--- config.mk ---
export PLATFORM = sky130hd
export DESIGN_NAME = ascon_perm_ctrl
export DESIGN_NICKNAME = d
export VERILOG_FILES = /design/src/rtl/ascon_perm_ctrl_pkg.sv /design/src/rtl/ascon_perm_ctrl_round.sv /design/src/rtl/ascon_perm_ctrl.sv
export SDC_FILE = /design/constraint.sdc
export NUM_CORES = 2
export LEC_CHECK = 0
export CAP_MARGIN = 20
export CELL_PAD_IN_SITES_DETAIL_PLACEMENT = 0
export CELL_PAD_IN_SITES_GLOBAL_PLACEMENT = 1
export CORE_AREA = 2 2 233 408
export DETAILED_ROUTE_END_ITERATION = 16
export DIE_AREA = 0 0 235 410
export PLACE_DENSITY = 0.89
export SETUP_SLACK_MARGIN = 0.3
export SYNTH_ARGS = -nofsm -noshare
export SYNTH_HDL_FRONTEND = slang
export SYNTH_SLANG_ARGS = --single-unit
--- constraint.sdc ---
create_clock -name clk_i -period 22.6 [get_ports clk_i]
set_input_delay 4.52 -clock clk_i [delete_from_list [all_inputs] [get_ports clk_i]]
set_output_delay 4.52 -clock clk_i [all_outputs]
set_load 0.01 [all_outputs]
--- src/rtl/ascon_perm_ctrl_pkg.sv ---
// Shared types, round constants and rotation amounts for the Ascon permutation controller.
// Pure declarations, no logic; backpressure n/a.
package ascon_perm_ctrl_pkg;

   typedef logic [4:0][63:0] ascon_state_t;

   typedef enum logic [1:0] {
      MODE_INIT = 2'd0,
      MODE_PA   = 2'd1,
      MODE_PB   = 2'd2
   } ascon_mode_e;

   typedef enum logic [1:0] {
      ST_IDLE   = 2'd0,
      ST_ROUND  = 2'd1,
      ST_KEYXOR = 2'd2,
      ST_WB     = 2'd3
   } ctrl_state_e;

   // Linear-layer rotate-right amounts per lane x0..x4.
   localparam int unsigned ROT_A [5] = '{19, 61, 1, 10, 7};
   localparam int unsigned ROT_B [5] = '{28, 39, 6, 17, 41};

   localparam int unsigned MAX_ROUNDS = 12;

   function automatic logic [7:0] rc(input logic [3:0] idx);
      return {4'hF - idx, idx};
   endfunction

   function automatic logic [63:0] ror64(input logic [63:0] x, input int unsigned n);
      return (x >> n) | (x << (64 - n));
   endfunction

endpackage

--- src/rtl/ascon_perm_ctrl_round.sv ---
// One combinational Ascon round: constant add, bit-sliced 5-bit S-box, linear diffusion.
// Zero latency; no flow control.
module ascon_perm_ctrl_round
   import ascon_perm_ctrl_pkg::*;
(
   input  ascon_state_t state_i,
   input  logic [7:0]   rc_i,
   output ascon_state_t state_o
);

   logic [63:0] x0, x1, x2, x3, x4;
   logic [63:0] y0, y1, y2, y3, y4;
   ascon_state_t sb;

   // Constant add folded into the S-box input mixing on x2.
   assign x0 = state_i[0] ^ state_i[4];
   assign x1 = state_i[1];
   assign x2 = state_i[2] ^ {56'd0, rc_i} ^ state_i[1];
   assign x3 = state_i[3];
   assign x4 = state_i[4] ^ state_i[3];

   assign y0 = x0 ^ (~x1 & x2);
   assign y1 = x1 ^ (~x2 & x3);
   assign y2 = x2 ^ (~x3 & x4);
   assign y3 = x3 ^ (~x4 & x0);
   assign y4 = x4 ^ (~x0 & x1);

   assign sb[0] = y0 ^ y4;
   assign sb[1] = y1 ^ y0;
   assign sb[2] = ~y2;
   assign sb[3] = y3 ^ y2;
   assign sb[4] = y4;

   for (genvar i = 0; i < 5; i++) begin : g_lin
      assign state_o[i] = sb[i] ^ ror64(sb[i], ROT_A[i]) ^ ror64(sb[i], ROT_B[i]);
   end

endmodule

--- src/rtl/ascon_perm_ctrl.sv ---
// Ascon permutation sequencer: one round per cycle, WB after R (+1 for INIT key XOR) rounds.
// start_i ignored while busy (no queuing); abort_i returns to IDLE without write-back.
module ascon_perm_ctrl
   import ascon_perm_ctrl_pkg::*;
#(
   parameter int ROUNDS_A = 12,
   parameter int ROUNDS_B = 6
) (
   input  logic         clk_i,
   input  logic         rst_i,
   input  logic         start_i,
   input  logic [1:0]   mode_i,
   input  logic         abort_i,
   input  logic         intr_en_i,
   input  ascon_state_t state_i,
   input  logic [127:0] key_i,
   output ascon_state_t state_o,
   output logic         update_state_o,
   output logic         busy_o,
   output logic         finished_o,
   output logic         intr_o
);

   ctrl_state_e  st_q;
   ascon_mode_e  mode_q;
   logic [3:0]   cnt_q;
   logic [3:0]   rounds_q;
   ascon_state_t state_q;
   ascon_state_t round_out;
   logic [127:0] key_q;
   logic         finished_q;
   logic         intr_q;
   logic [3:0]   rc_idx;
   logic [7:0]   rc_val;
   logic         last_round;

   // pb is the tail of the pa schedule, so the index is offset by 12-R.
   assign rc_idx     = 4'(MAX_ROUNDS) - rounds_q + cnt_q;
   assign rc_val     = rc(rc_idx);
   assign last_round = (cnt_q == rounds_q - 4'd1);

   ascon_perm_ctrl_round u_round (
      .state_i (state_q),
      .rc_i    (rc_val),
      .state_o (round_out)
   );

   always_ff @(posedge clk_i or posedge rst_i) begin
      if (rst_i) begin
         st_q       <= ST_IDLE;
         mode_q     <= MODE_INIT;
         cnt_q      <= '0;
         rounds_q   <= '0;
         state_q    <= '0;
         key_q      <= '0;
         finished_q <= 1'b0;
         intr_q     <= 1'b0;
      end else begin
         intr_q <= 1'b0;
         case (st_q)
            ST_IDLE: begin
               if (start_i) begin
                  state_q    <= state_i;
                  key_q      <= key_i;
                  cnt_q      <= '0;
                  finished_q <= 1'b0;
                  st_q       <= ST_ROUND;
                  if (mode_i == 2'd2) begin
                     mode_q   <= MODE_PB;
                     rounds_q <= 4'(ROUNDS_B);
                  end else begin
                     mode_q   <= (mode_i == 2'd0) ? MODE_INIT : MODE_PA;
                     rounds_q <= 4'(ROUNDS_A);
                  end
               end
            end
            ST_ROUND: begin
               if (abort_i) begin
                  st_q <= ST_IDLE;
               end else begin
                  state_q <= round_out;
                  cnt_q   <= cnt_q + 4'd1;
                  if (last_round) begin
                     st_q <= (mode_q == MODE_INIT) ? ST_KEYXOR : ST_WB;
                  end
               end
            end
            ST_KEYXOR: begin
               if (abort_i) begin
                  st_q <= ST_IDLE;
               end else begin
                  state_q[3] <= state_q[3] ^ key_q[127:64];
                  state_q[4] <= state_q[4] ^ key_q[63:0];
                  st_q       <= ST_WB;
               end
            end
            ST_WB: begin
               st_q <= ST_IDLE;
               if (!abort_i) begin
                  finished_q <= 1'b1;
                  intr_q     <= intr_en_i;
               end
            end
            default: st_q <= ST_IDLE;
         endcase
      end
   end

   assign state_o        = state_q;
   assign update_state_o = (st_q == ST_WB);
   assign busy_o         = (st_q != ST_IDLE);
   assign finished_o     = finished_q;
   assign intr_o         = intr_q;

endmodule

### Word-level counts from Yosys, hierarchy flattened

Index checks and enable logic that the tools add are counted.

* bits of input ports: 455
* logic and storage cells: 106
* flip-flop bits (word level): 462

* reductions and logical operators: 12
* multiplexer cells: 22
* equality and inequality tests: 10
* $add $sub $neg: 5
* bitwise logic cells: 45

Operator list (number)
* 64-bit bitwise XOR: 23
* 320-bit two-way mux: 2
* 64-bit NOT: 6
* 128-bit case mux with 3 select lines: 1
* 192-bit case mux with 2 select lines: 1
* 64-bit AND: 5
* 128-bit two-way mux: 1
* 23-bit by 64-bit OR with 64-bit output: 1
* 25-bit by 64-bit OR with 64-bit output: 1
* 3-bit by 64-bit OR with 64-bit output: 1
* 36-bit by 64-bit OR with 64-bit output: 1
* 45-bit by 64-bit OR with 64-bit output: 1
* 47-bit by 64-bit OR with 64-bit output: 1
* 54-bit by 64-bit OR with 64-bit output: 1
* 57-bit by 64-bit OR with 64-bit output: 1
* 58-bit by 64-bit OR with 64-bit output: 1
* 63-bit by 64-bit OR with 64-bit output: 1
* 64-bit by 8-bit bitwise XOR with 64-bit output: 1
* 4-bit two-way mux: 3
* 2-bit two-way mux: 5
* 2-bit inequality test (second input constant): 4
* 2-bit case mux with 4 select lines: 1
* 4-bit case mux with 2 select lines: 1
* 4-bit subtractor (first input constant): 2
* 15 further kinds: 28

### Longest topological paths before layout

* depth after elaboration: 14
* gate-level depth with buffers: 14
* depth with buffers taken out: 14

### By module

From an unflattened synthesis, not the netlist that was laid out.

* cells, all modules: 3899
* area total of the unflattened synthesis: 39794.4 um^2

Modules (own cells, without submodules)
* ascon_perm_ctrl: cells each 2303, times used 1, area an instance 22480.3 um^2
* ascon_perm_ctrl_round: cells each 1596, times used 1, area an instance 17314.1 um^2

### Worst setup path after synthesis

Ideal clock, no wire load.

* path type: input port to flip-flop
* start point: in abort_i
* end point: reg state_q (netlist bit state_o[92])
* arrival time: 5.895 ns
* path buffers: 3
* stages on the path: 8
* setup time: 0.083 ns
* required time: 22.517 ns
* setup slack: 16.622 ns
* cells stage by stage: buf_2 inv_2 o22ai_1 nor2_1 clkbuf_1 clkbuf_1 o21ai_0 o22ai_1

* word-level cells in the longest chain between the ends: 2

RTL lines
* from (decl): RTL line ascon_perm_ctrl.sv:13 `input logic abort_i,`
* 2-bit inequality test (no source line)
* 3-bit AND reduction (no source line)
* to (signal assigned): RTL line ascon_perm_ctrl.sv:63 `state_q <= state_i;`
* to (signal assigned): RTL line ascon_perm_ctrl.sv:81 `state_q <= round_out;`
* to (decl): RTL line ascon_perm_ctrl.sv:28 `ascon_state_t state_q;`

Every way passes these cells.
A chain may end at the register's enable or synchronous reset.

==> flow_summary.toml <==
[status]
status = "completed"

[synthesis]
seq_area_frac_synth_pct = 31.1
synth_compound_area_share_pct = 13.7
synth-seq-cells = 460
syn_inst = 3872
synthXorXnorAreaFrac_pct = 33.6
synth_simple_gate_area_share_pct = 7.80
synthMuxAreaShare_pct = 5.52
netlist_area_um2 = 37000
synth_top_family_by_area = "XOR/XNOR gates"
synth_warnings = 0
synth_fa_ha_area_share_pct = 4.83
synth_cell_types = 44
syn_area_per_cell_um2 = 9.55
syn-num-nets = 4466

[global_route]
grt_max_degree = 149
grt_pass1_vias = 33100
grt_pass1_wl_um = 263000
grtUsageTotal_pct = 39.0
antenna_found_initial = 19
grt_overflow = 0

[min_path]
min_path_type = "flip-flop to flip-flop"

[cells_and_area]
fin_nets = 5164
final_common_cell = "clkdlybuf4s50_1"
fillerInstances = 8627
multi_input_area_um2 = 24300
seq_area_um2 = 11500
fin_cells = 5830
syn_to_final_growth_pct = 29.6
final_cell_mix = "778 x clkdlybuf4s50_1, 694 x xnor2_1, 460 x dfrtp_1, 419 x nand2_1, 395 x a21oi_1"
drive_gt1_share_pct = 6.51

[sta]
setup_tns_ns = 0
worstMarginPinSlew_ns = 1.28
slew_headroom_pct = 13.8
finalMaxSlewViolations = 0
final.setup_skew_ns = 0.0271
setup_viol = 0
finalCriticalPeriod_ns = 8.46
fmax_mhz = 118
period_share_pct = 37.4
hold_viol = 0
rsz0062_at_grt = "false"
finalWorstSetupSlack_ns = 14.14

[cts]
clk_pin_slew_ns = 0.06
cts_sinks = 460
cts_max_level = 2
clockBufferDepth = 3
cts_root_buf = "clkbuf_16"
cts_buffers = 50
cts_tree = "done"
clk_latency_ns = 0.64
cts_resized = 0
hold_buffers = 0
cts_setup_buffers = 0

[drt]
ant_nets = 0
via_count = 33700
drt_pass1_iterations = 5
vias_per_cell = 5.77
wl_per_cell_um = 33.1
detail_route.iter0.violations = 3344
drt-total-wl_um = 193000
route.detailed.drc = 0

[place]
dp_hpwl_um = 157000
port_buffers = 778
gp_congestion = 1.07
pre_cts_slack_ns = 13.35
dp_cells = 5722

[setup_path]
end_kind = "asynchronous set/reset pin"
cp_max_fo = 115
critPathArrivalTime_ns = 9.07
path_class = "input pin to asynchronous set/reset pin"
required_ns = 23.21
start_kind = "input pin"

[die]
fp.dieH_um = 410
floorplan.initialDensity_pct = 39.6
row_count = 149
die_w_um = 235
boundaryPins = 779
core-area_um2 = 93400
die-area_um2 = 96400

[job]
cap_violations = 0
cell type report:
cell class | count | area share, %
clock inverters | 29 | 0.900
clock buffers | 64 | 2.98
diodes | 11 | 0.0574
flip-flops and latches | 460 | 24.0
inverters | 146 | 1.17
multi-input cells | 3081 | 50.6
repair buffers | 831 | 17.1
well taps | 1208 | 3.15
per-layer routing:
layer | global-route usage (%) | vias up | share of wire, %
met5 | 0 | - | 0.037
met4 | 34.7 | 12 | 11
met3 | 7.02 | 542 | 7.6
met2 | 62.9 | 1943 | 46
met1 | 44.3 | 16600 | 35
li1 | - | 14500 | -
metrics by stage:
stage | util, % | hold WS (ns) | instance area (um2)
finish | 51.3 | 0.506 | 48000
global route | 51.3 | 0.504 | 47900
CTS | 51.3 | 0.494 | 47900
detailed placement | 49.3 | 0.480 | 46000
global placement | 49.3 | 0.469 | 46000
floorplan | - | 0.447 | 37000
final timing paths:
kind / to / slack (ns) / start / cells after the start
max: state_o[242]$_DFFE_PP0P_ / 14.14 / rst_i / 6
min: rounds_q[1]$_DFFE_PP0P_ / 0.51 / rounds_q[1]$_DFFE_PP0P_ / 1
max reg2reg: state_o[253]$_DFFE_PP0P_ / 18.07 / cnt_q[1]$_DFFE_PP0P_ / 12
min reg2reg: rounds_q[1]$_DFFE_PP0P_ / 0.51 / rounds_q[1]$_DFFE_PP0P_ / 1
max in group clk_i: state_o[63]$_DFFE_PP0P_ / 14.95 / abort_i / 8
min in group asynchronous: state_o[288]$_DFFE_PP0P_ / 4.42 / rst_i / 2
cell usage after synthesis:
master,n,area share (%)
a211o_1,2,0.047
a211oi_1,3,0.061
a21boi_0,20,0.41
a21o_1,1,0.020
a21oi_1,395,5.3
a22o_1,20,0.47
a32oi_1,1,0.024
and2_1,2,0.034
and3_1,62,1.0
buf_1,17,0.17
buf_2,21,0.28
clkbuf_1,147,1.5
dfrtp_1,460,31
fa_1,1,0.054
ha_1,138,4.7
inv_1,145,1.5
inv_2,1,0.010
maj3_1,4,0.11
mux2_2,129,3.9
mux2i_1,59,1.6
nand2_1,421,4.3
nand3_1,3,0.041
nand4_1,4,0.068
nor2_1,210,2.1
nor2b_1,4,0.068
nor3_1,2,0.027
nor3b_1,2,0.041
o211a_1,1,0.027
o211ai_1,2,0.041
o21a_1,1,0.020
o21ai_0,375,5.1
o221a_2,1,0.030
o221ai_1,4,0.095
o22ai_1,73,1.2
o31ai_1,39,0.79
o31ai_2,1,0.034
or2_2,1,0.017
or3_1,3,0.051
xnor2_1,694,16
xnor2_2,3,0.13
xnor3_1,191,12
xor2_1,192,4.5
xor2_2,12,0.53
xor3_1,5,0.32
cell families after synthesis:
logic type / after synthesis
mux: 188
buf+inv: 331
fa+ha+maj: 143
simple gates: 714
flops: 460
compound gates: 939
xor+xnor: 1097
registers in the layout, summed over array words and instances, names as in the netlist:
register	cells
cnt_q	4
finished_o	1
intr_o	1
key_q	128
mode_q	1
rounds_q	3
st_q	2
state_o	320
worst max-delay path, stage by stage:
cell             delay (ns)
clkdlybuf4s50_1        0.49
inv_8                  0.55
buf_4                  0.81
buf_4                  0.76
buf_4                  0.81
buf_4                  0.85
Power is left out: the tool's default activity adds up to more than one toggle a clock period on the data nets, which glitch-free logic cannot reach.
